### src/rtl/fb_pkg.sv
// Shared types and constants for the framebuffer writer.
// FB_WRITER_ALPHA_EN selects an opaque (8'hFF) alpha byte instead of 8'h00.
package fb_pkg;

    localparam int HDISP_DEF       = 800;
    localparam int VDISP_DEF       = 480;
    localparam int BYTES_PER_PIXEL = 4;

`ifdef FB_WRITER_ALPHA_EN
    localparam logic [7:0] ALPHA_BYTE = 8'hFF;
`else
    localparam logic [7:0] ALPHA_BYTE = 8'h00;
`endif

    typedef struct packed {
        logic        sof;
        logic [23:0] rgb;
    } fb_entry_t;

    typedef enum logic [0:0] {
        BUS_IDLE  = 1'b0,
        BUS_WRITE = 1'b1
    } bus_state_t;

    typedef enum logic [0:0] {
        IN_WAIT_SOF = 1'b0,
        IN_RUN      = 1'b1
    } in_state_t;

endpackage

### src/rtl/fb_writer_if.sv
// Write-only Wishbone master/slave bundle shared by the framebuffer writer and its bus.
interface wshb_if;

    logic        cyc;
    logic        stb;
    logic        we;
    logic [3:0]  sel;
    logic [31:0] adr;
    logic [31:0] dat_ms;
    logic [2:0]  cti;
    logic [1:0]  bte;
    logic        ack;

    modport master (output cyc, stb, we, sel, adr, dat_ms, cti, bte, input ack);
    modport slave  (input cyc, stb, we, sel, adr, dat_ms, cti, bte, output ack);

endinterface

### src/rtl/fb_writer_sync_fifo.sv
// Single-clock show-ahead FIFO: rdata always presents the head entry while not empty.
module sync_fifo #(
    parameter int WIDTH = 25,
    parameter int DEPTH = 16
) (
    input  logic             clk,
    input  logic             rst,
    input  logic             push,
    input  logic             pop,
    input  logic [WIDTH-1:0] wdata,
    output logic [WIDTH-1:0] rdata,
    output logic             full,
    output logic             empty
);

    localparam int PW = $clog2(DEPTH);

    logic [WIDTH-1:0] r_mem [DEPTH];
    logic [PW:0]      r_wr_ptr;
    logic [PW:0]      r_rd_ptr;
    logic             w_do_push;
    logic             w_do_pop;

    // Pointers carry one extra wrap bit so full and empty can be told apart.
    assign empty     = (r_wr_ptr == r_rd_ptr);
    assign full      = (r_wr_ptr[PW] != r_rd_ptr[PW]) &&
                       (r_wr_ptr[PW-1:0] == r_rd_ptr[PW-1:0]);
    assign w_do_push = push && !full;
    assign w_do_pop  = pop && !empty;
    assign rdata     = r_mem[r_rd_ptr[PW-1:0]];

    // Pointer update.
    always_ff @(posedge clk) begin
        if (rst) begin
            r_wr_ptr <= '0;
            r_rd_ptr <= '0;
        end else begin
            if (w_do_push) begin
                r_wr_ptr <= r_wr_ptr + {{PW{1'b0}}, 1'b1};
            end
            if (w_do_pop) begin
                r_rd_ptr <= r_rd_ptr + {{PW{1'b0}}, 1'b1};
            end
        end
    end

    // Storage write.
    always_ff @(posedge clk) begin
        if (w_do_push) begin
            r_mem[r_wr_ptr[PW-1:0]] <= wdata;
        end
    end

endmodule

### src/rtl/fb_writer.sv
// Wishbone master writing a raster pixel stream into a linear 32-bit framebuffer.
// Build macro FB_WRITER_ALPHA_EN sets dat_ms[31:24] to 8'hFF (otherwise 8'h00).
module fb_writer
    import fb_pkg::*;
#(
    parameter int HDISP      = HDISP_DEF,
    parameter int VDISP      = VDISP_DEF,
    parameter int FIFO_DEPTH = 16
) (
    input  logic        clk,
    input  logic        rst,
    input  logic        pix_valid,
    output logic        pix_ready,
    input  logic        pix_sof,
    input  logic [23:0] pix_data,
    wshb_if.master      wshb_ifm,
    output logic        frame_done,
    output logic        sof_err
);

    localparam int FRAME_BYTES = BYTES_PER_PIXEL * HDISP * VDISP;
    localparam int AW          = $clog2(FRAME_BYTES);
    localparam int CW          = $clog2(FIFO_DEPTH + 1);
    localparam logic [AW-1:0] LAST_ADR = AW'(FRAME_BYTES - BYTES_PER_PIXEL);
    localparam logic [AW-1:0] ADR_STEP = AW'(BYTES_PER_PIXEL);
    localparam logic [CW-1:0] OCC_FULL = CW'(FIFO_DEPTH);

    in_state_t   r_in_state;
    in_state_t   w_in_next;
    bus_state_t  r_bus_state;
    bus_state_t  w_bus_next;
    fb_entry_t   w_wr_entry;
    fb_entry_t   w_head;
    logic        w_fifo_full;
    logic        w_fifo_empty;
    logic        w_push;
    logic        w_load;
    logic        w_ack_done;
    logic [AW-1:0] w_load_adr;
    logic [AW-1:0] r_adr;
    logic [AW-1:0] r_next_adr;
    logic [CW-1:0] r_occ;
    logic [31:0] r_dat;
    logic        r_cyc;
    logic        r_stb;
    logic        r_frame_done;
    logic        r_sof_err;

    // The word on the bus is popped from the FIFO when loaded, so r_occ counts it
    // too: the block holds FIFO_DEPTH pixels in total, including the one in flight.
    sync_fifo #(
        .WIDTH ($bits(fb_entry_t)),
        .DEPTH (FIFO_DEPTH)
    ) u_fifo (
        .clk   (clk),
        .rst   (rst),
        .push  (w_push),
        .pop   (w_load),
        .wdata (w_wr_entry),
        .rdata (w_head),
        .full  (w_fifo_full),
        .empty (w_fifo_empty)
    );

    assign w_wr_entry = '{sof: pix_sof, rgb: pix_data};
    assign w_push     = pix_valid && pix_ready && ((r_in_state == IN_RUN) || pix_sof);
    assign w_ack_done = (r_bus_state == BUS_WRITE) && wshb_ifm.ack;
    assign w_load_adr = w_head.sof ? '0 : r_next_adr;

    // Input-side ready: WAIT_SOF swallows everything until a frame start arrives.
    always_comb begin
        pix_ready = 1'b0;
        if (rst) begin
            pix_ready = 1'b0;
        end else if (r_in_state == IN_WAIT_SOF) begin
            pix_ready = 1'b1;
        end else begin
            pix_ready = !(w_fifo_full || (r_occ == OCC_FULL));
        end
    end

    // Input FSM next state.
    always_comb begin
        w_in_next = r_in_state;
        case (r_in_state)
            IN_WAIT_SOF: begin
                if (w_push) begin
                    w_in_next = IN_RUN;
                end else begin
                    w_in_next = IN_WAIT_SOF;
                end
            end
            IN_RUN:  w_in_next = IN_RUN;
            default: w_in_next = IN_WAIT_SOF;
        endcase
    end

    // Bus FSM next state and head load.
    always_comb begin
        w_bus_next = r_bus_state;
        w_load     = 1'b0;
        case (r_bus_state)
            BUS_IDLE: begin
                if (!w_fifo_empty) begin
                    w_bus_next = BUS_WRITE;
                    w_load     = 1'b1;
                end else begin
                    w_bus_next = BUS_IDLE;
                end
            end
            BUS_WRITE: begin
                if (wshb_ifm.ack) begin
                    if (!w_fifo_empty) begin
                        w_bus_next = BUS_WRITE;
                        w_load     = 1'b1;
                    end else begin
                        w_bus_next = BUS_IDLE;
                    end
                end else begin
                    w_bus_next = BUS_WRITE;
                end
            end
            default: w_bus_next = BUS_IDLE;
        endcase
    end

    // State registers for both FSMs.
    always_ff @(posedge clk) begin
        if (rst) begin
            r_in_state  <= IN_WAIT_SOF;
            r_bus_state <= BUS_IDLE;
        end else begin
            r_in_state  <= w_in_next;
            r_bus_state <= w_bus_next;
        end
    end

    // Registered bus outputs, address counter, status pulses and occupancy.
    always_ff @(posedge clk) begin
        if (rst) begin
            r_cyc        <= 1'b0;
            r_stb        <= 1'b0;
            r_adr        <= '0;
            r_next_adr   <= '0;
            r_dat        <= 32'h0000_0000;
            r_frame_done <= 1'b0;
            r_sof_err    <= 1'b0;
            r_occ        <= '0;
        end else begin
            r_cyc <= (w_bus_next == BUS_WRITE);
            r_stb <= (w_bus_next == BUS_WRITE);
            if (w_load) begin
                r_adr      <= w_load_adr;
                r_dat      <= {ALPHA_BYTE, w_head.rgb};
                r_next_adr <= (w_load_adr == LAST_ADR) ? '0 : (w_load_adr + ADR_STEP);
            end
            r_sof_err    <= w_load && w_head.sof && (r_next_adr != '0);
            r_frame_done <= w_ack_done && (r_adr == LAST_ADR);
            case ({w_push, w_ack_done})
                2'b10:   r_occ <= r_occ + {{(CW-1){1'b0}}, 1'b1};
                2'b01:   r_occ <= r_occ - {{(CW-1){1'b0}}, 1'b1};
                default: r_occ <= r_occ;
            endcase
        end
    end

    assign wshb_ifm.cyc    = r_cyc;
    assign wshb_ifm.stb    = r_stb;
    assign wshb_ifm.we     = 1'b1;
    assign wshb_ifm.sel    = 4'hF;
    assign wshb_ifm.adr    = {{(32-AW){1'b0}}, r_adr};
    assign wshb_ifm.dat_ms = r_dat;
    assign wshb_ifm.cti    = 3'b000;
    assign wshb_ifm.bte    = 2'b00;
    assign frame_done      = r_frame_done;
    assign sof_err         = r_sof_err;

endmodule

### src/flat_wrapper.sv
// flat-port wrapper written by rule: the top's interface ports become plain ports
module fb_writer_flat import fb_pkg::*;
#(
    parameter int HDISP      = HDISP_DEF,
    parameter int VDISP      = VDISP_DEF,
    parameter int FIFO_DEPTH = 16
)
  (clk, rst, pix_valid, pix_ready, pix_sof, pix_data, frame_done, sof_err, wshb_ifm_cyc, wshb_ifm_stb, wshb_ifm_we, wshb_ifm_sel, wshb_ifm_adr, wshb_ifm_dat_ms, wshb_ifm_cti, wshb_ifm_bte, wshb_ifm_ack);
  wshb_if wshb_ifm_i ();
  input  logic clk;
  input  logic rst;
  input  logic pix_valid;
  output logic pix_ready;
  input  logic pix_sof;
  input  logic [23:0] pix_data;
  output logic frame_done;
  output logic sof_err;
  output wire logic [$bits(wshb_ifm_i.cyc)-1:0] wshb_ifm_cyc;
  output wire logic [$bits(wshb_ifm_i.stb)-1:0] wshb_ifm_stb;
  output wire logic [$bits(wshb_ifm_i.we)-1:0] wshb_ifm_we;
  output wire logic [$bits(wshb_ifm_i.sel)-1:0] wshb_ifm_sel;
  output wire logic [$bits(wshb_ifm_i.adr)-1:0] wshb_ifm_adr;
  output wire logic [$bits(wshb_ifm_i.dat_ms)-1:0] wshb_ifm_dat_ms;
  output wire logic [$bits(wshb_ifm_i.cti)-1:0] wshb_ifm_cti;
  output wire logic [$bits(wshb_ifm_i.bte)-1:0] wshb_ifm_bte;
  input wire logic [$bits(wshb_ifm_i.ack)-1:0] wshb_ifm_ack;
  assign wshb_ifm_cyc = wshb_ifm_i.cyc;
  assign wshb_ifm_stb = wshb_ifm_i.stb;
  assign wshb_ifm_we = wshb_ifm_i.we;
  assign wshb_ifm_sel = wshb_ifm_i.sel;
  assign wshb_ifm_adr = wshb_ifm_i.adr;
  assign wshb_ifm_dat_ms = wshb_ifm_i.dat_ms;
  assign wshb_ifm_cti = wshb_ifm_i.cti;
  assign wshb_ifm_bte = wshb_ifm_i.bte;
  assign wshb_ifm_i.ack = wshb_ifm_ack;
  fb_writer #(.HDISP(HDISP), .VDISP(VDISP), .FIFO_DEPTH(FIFO_DEPTH)) u_core (.clk(clk), .rst(rst), .pix_valid(pix_valid), .pix_ready(pix_ready), .pix_sof(pix_sof), .pix_data(pix_data), .wshb_ifm(wshb_ifm_i), .frame_done(frame_done), .sof_err(sof_err));
endmodule
### config.mk
export PLATFORM = sky130hd
export DESIGN_NAME = fb_writer_flat
export DESIGN_NICKNAME = d
export VERILOG_FILES = /design/src/rtl/fb_pkg.sv /design/src/rtl/fb_writer_if.sv /design/src/rtl/fb_writer_sync_fifo.sv /design/src/rtl/fb_writer.sv /design/src/flat_wrapper.sv
export SDC_FILE = /design/constraint.sdc
export NUM_CORES = 1
export LEC_CHECK = 0
export ABC_CLOCK_PERIOD_IN_PS = 4300
export CORE_MARGIN = 4
export CORE_UTILIZATION = 40
export DETAILED_ROUTE_END_ITERATION = 10
export SLEW_MARGIN = 0
export SYNTH_ARGS = -nofsm -noshare
export SYNTH_HDL_FRONTEND = slang
export SYNTH_SLANG_ARGS = --single-unit
### constraint.sdc
create_clock -name clk -period 4.3 [get_ports clk]
set_input_delay 0.645 -clock clk [delete_from_list [all_inputs] [get_ports clk]]
set_output_delay 0.645 -clock clk [all_outputs]
set_load 0.005 [all_outputs]
==> impl_results.md <==
- Mux cell area share after synthesis: 14.9%
- Routability Congestion: 0.812
- Post-Synth Adder-Cell Area: 0.747%
- CP endpoint kind: register
- Row count: 80
- CTS Hold Bufs: 0
- Crit path cell chain: mux4_2, mux2i_1, mux2i_1, nor2_1, ha_1, nand3_1, or4_1, o31a_1, nand4_1, o211ai_1
- Worst-margin pin slew: 1.30 ns
- Slowest cell on crit path: or4_1
- Routed WL: 41900 um
- Post-synth top cells: edfxtp_1 (400), mux4_2 (122), nand2_1 (93)
- Clock buffer depth: 3
- First-pass GRT wire length: 64700 um
- FMAX: 0.313 GHz
- Skew final: 0.0154 ns
- Clk_lat worst skew: 0.58 ns
- Synth Register Bits: 489
- CP Class: register to register
- Total setup buffers inserted after CTS: 0
- Synth Instances: 1117
- Grt ovf: 0
- Die Width: 228 um
- Clk sinks: 489
- Number of buffers added on ports: 78
- Crit path required time: 4.75 ns
- Drt first pass iters: 5
- Final setup fails: 0
- Top-area cell type share of the netlist area: 61.8%
- Number of global-route vias before repair: 10489
- Synth Warn #: 0
- Final core utilization: 47.2%
- Synth cell types: 55
- Core area: 47800 um^2
- Worst Hold Class: register to register
- Tcrit/Tclk final: 74.4%
- Post-DP HPWL: 25100 um
- Starting density of the core: 40.6%
- Crit path largest cell delay: 0.71 ns
- DRC: 0
- Initial antenna violation count: 2
- Count of flip-flops with a built-in enable after synthesis: 400
- Unrepaired setup endpoints after global routing: no
- Post-synthesis compound-gate area fraction: 2.83%
- Hold Fails Final Rpt: 0
- Tmin final: 3.20 ns
- Height of the die: 228 um
- Leak: 7.05 nW
- DIE AREA: 52200 um^2
- Largest cells by area after synthesis: edfxtp_1 (62%), mux4_2 (14%), dfxtp_1 (9.2%)
- Max Cap Viol: 0
- Outcome: complete, no violations
- Post_cts resized: 0
- Largest family of logic cells by synthesized area: multiplexers
- I/O pins: 108
- Vias post-DR: 10240
- Max-slew violation count: 0
- Ys async rst share: 0%
- Clk slew on worst S/H paths: 0.06 ns
- Setup TNS: 0 ns
- Arrival time worst endpoint: 3.65 ns
- H-tree Lvls: 2
- Sequential-to-total area share from yosys stat: 71.0%
- Layout Nets: 1253
- VDD IR max: 0.381 mV
- Area fraction in and, or, nand and nor cells after synthesis: 6.86%
- Power Density: 507 nW/um^2
- Root buffer cell: clkbuf_16
- Top-count cell post-synth: edfxtp_1
- Area grow syn2layout: 16.3%
- Primary FF master, synth: edfxtp_1
- Hold slack: 0.460 ns
- Initial DRC Count: 1016
- Largest net degree at the start of global routing: 55
- All-Layer GR Usage: 15.9%
- Layout cells sized above 1: 20.6%
- ANT cells: 0
- TritonCTS clock tree: yes
- Syn_area_per_cell: 17.4 um^2
- # fillers: 4014
- Post-route antenna net violation count: 0
- Max Fanout on Critical Path: 8
- Num CTS Buffers: 50
- CP dominant cell by count: mux2i_1
- CP Launch Type: register
- Synthesized cell area: 19400 um^2
- Rel. slew slack: 12.8%
- Top cell type by total area after synthesis: edfxtp_1
- Routed WL per cell: 22.4 um
- Vias/cell: 5.48
- Post-Synth XOR/XNOR Area: 0.541%
## flip-flops by register name, indices dropped and copies added, names as in the netlist, named ones only
register                cells
u_core.sof_err              1
u_core.u_fifo.r_wr_ptr      5
u_core.r_in_state           1
u_core.r_occ                5
u_core.wshb_ifm.dat_ms     24
u_core.u_fifo.r_mem       400
u_core.frame_done           1
u_core.u_fifo.r_rd_ptr      5
u_core.r_adr               21
u_core.r_next_adr          21
u_core.wshb_ifm.cyc         1
## layer usage
| metal | vias up | wire (um) | GRT usage [%] |
|---|---|---|---|
| met4 | 4 | 755 | 3.87 |
| met3 | 63 | 1990 | 2.83 |
| li1 | 4570 | - | - |
| met2 | 294 | 20100 | 25.9 |
| met5 | - | 22 | 0 |
| met1 | 5309 | 19000 | 22.6 |
## through the flow
| stage | setup WS, ns | power [W] | cells | instance area [um^2] |
|---|---|---|---|---|
| 2_1_floorplan | 0.823 | 0.00674 | 1144 | 19500 |
| 3_3_place_gp | 1.03 | 0.00737 | 1776 | 21000 |
| 3_5_place_dp | 0.993 | 0.00738 | 1776 | 21000 |
| 4_1_cts | 1.10 | 0.0116 | 1870 | 22600 |
| 5_1_grt | 0.742 | 0.0120 | 1870 | 22600 |
| 6_report | 1.10 | 0.0115 | 1870 | 22600 |
## critical path, delay by kind of cell, from the launching register on
kind,cells,cell delay (ns)
simple gates,4,1.14
mux,3,0.89
compound gates,2,0.44
flops,1,0.41
fa+ha+maj,1,0.20
## layout by cell type, fill, tap and decap left out, types with 5 or more instances in the layout
| cell | instances |
|---|---|
| or3_1 | 6 |
| nand3_1 | 46 |
| o211ai_1 | 7 |
| mux4_2 | 122 |
| a21oi_1 | 59 |
| nand4_1 | 24 |
| xnor2_1 | 9 |
| nor2b_1 | 9 |
| conb_1 | 29 |
| and3_2 | 13 |
| clkinv_2 | 5 |
| clkbuf_16 | 50 |
| dfxtp_1 | 85 |
| ha_1 | 10 |
| clkinv_1 | 8 |
| buf_4 | 29 |
| buf_12 | 9 |
| nor3_1 | 7 |
| nand4b_1 | 6 |
| mux2i_1 | 9 |
| nor4_1 | 9 |
| nand2_1 | 93 |
| clkdlybuf4s50_1 | 77 |
| o21ai_0 | 9 |
| clkbuf_1 | 17 |
| clkbuf_8 | 5 |
| inv_1 | 11 |
| edfxtp_1 | 400 |
| nor2_1 | 27 |
## power by group
| part | total, W | internal, W | leakage, nW | switching (W) |
|---|---|---|---|---|
| sequential | 0.00534 | 0.00525 | 4.32 | 0.0000938 |
| clock | 0.00422 | 0.00244 | 0.780 | 0.00178 |
| combinational | 0.00190 | 0.000881 | 1.95 | 0.00101 |
## logic make-up (layout without fill, tap and decap cells)
kind of cell | count (synthesis) | in the layout
DFF | 489 | 489
AOI/OAI and AO/OA | 95 | 95
muxes | 135 | 135
buffers and inverters | 110 | 221
xor gates and xnor gates | 12 | 12
other | 2 | 29
adders and majority gates | 11 | 11
and+or+nand+nor | 263 | 263
## cell type report
type	count	area, um^2	area share (%)
tap	615	769	3.41
timing repair buffer	115	1170	5.17
clock buffer	72	1380	6.12
clock inverter	22	233	1.03
sequential	489	13800	61.1
inverter	12	45.0	0.199
multi-input combinational	545	5190	23.0
## path summary, 6_finish.rpt
kind | slack (ns) | to | startpoint | cells past startpoint
hold reg to reg | 0.46 | u_core.wshb_ifm.dat_ms[16] | u_core.wshb_ifm.dat_ms[16] | 2
setup / recovery | 1.10 | u_core.r_next_adr[18] | register | 10
hold / removal | 0.46 | u_core.wshb_ifm.dat_ms[16] | u_core.wshb_ifm.dat_ms[16] | 2
setup reg to reg | 1.10 | u_core.r_next_adr[18] | register | 10
No activity file was read; power rests on OpenSTA's default activity.
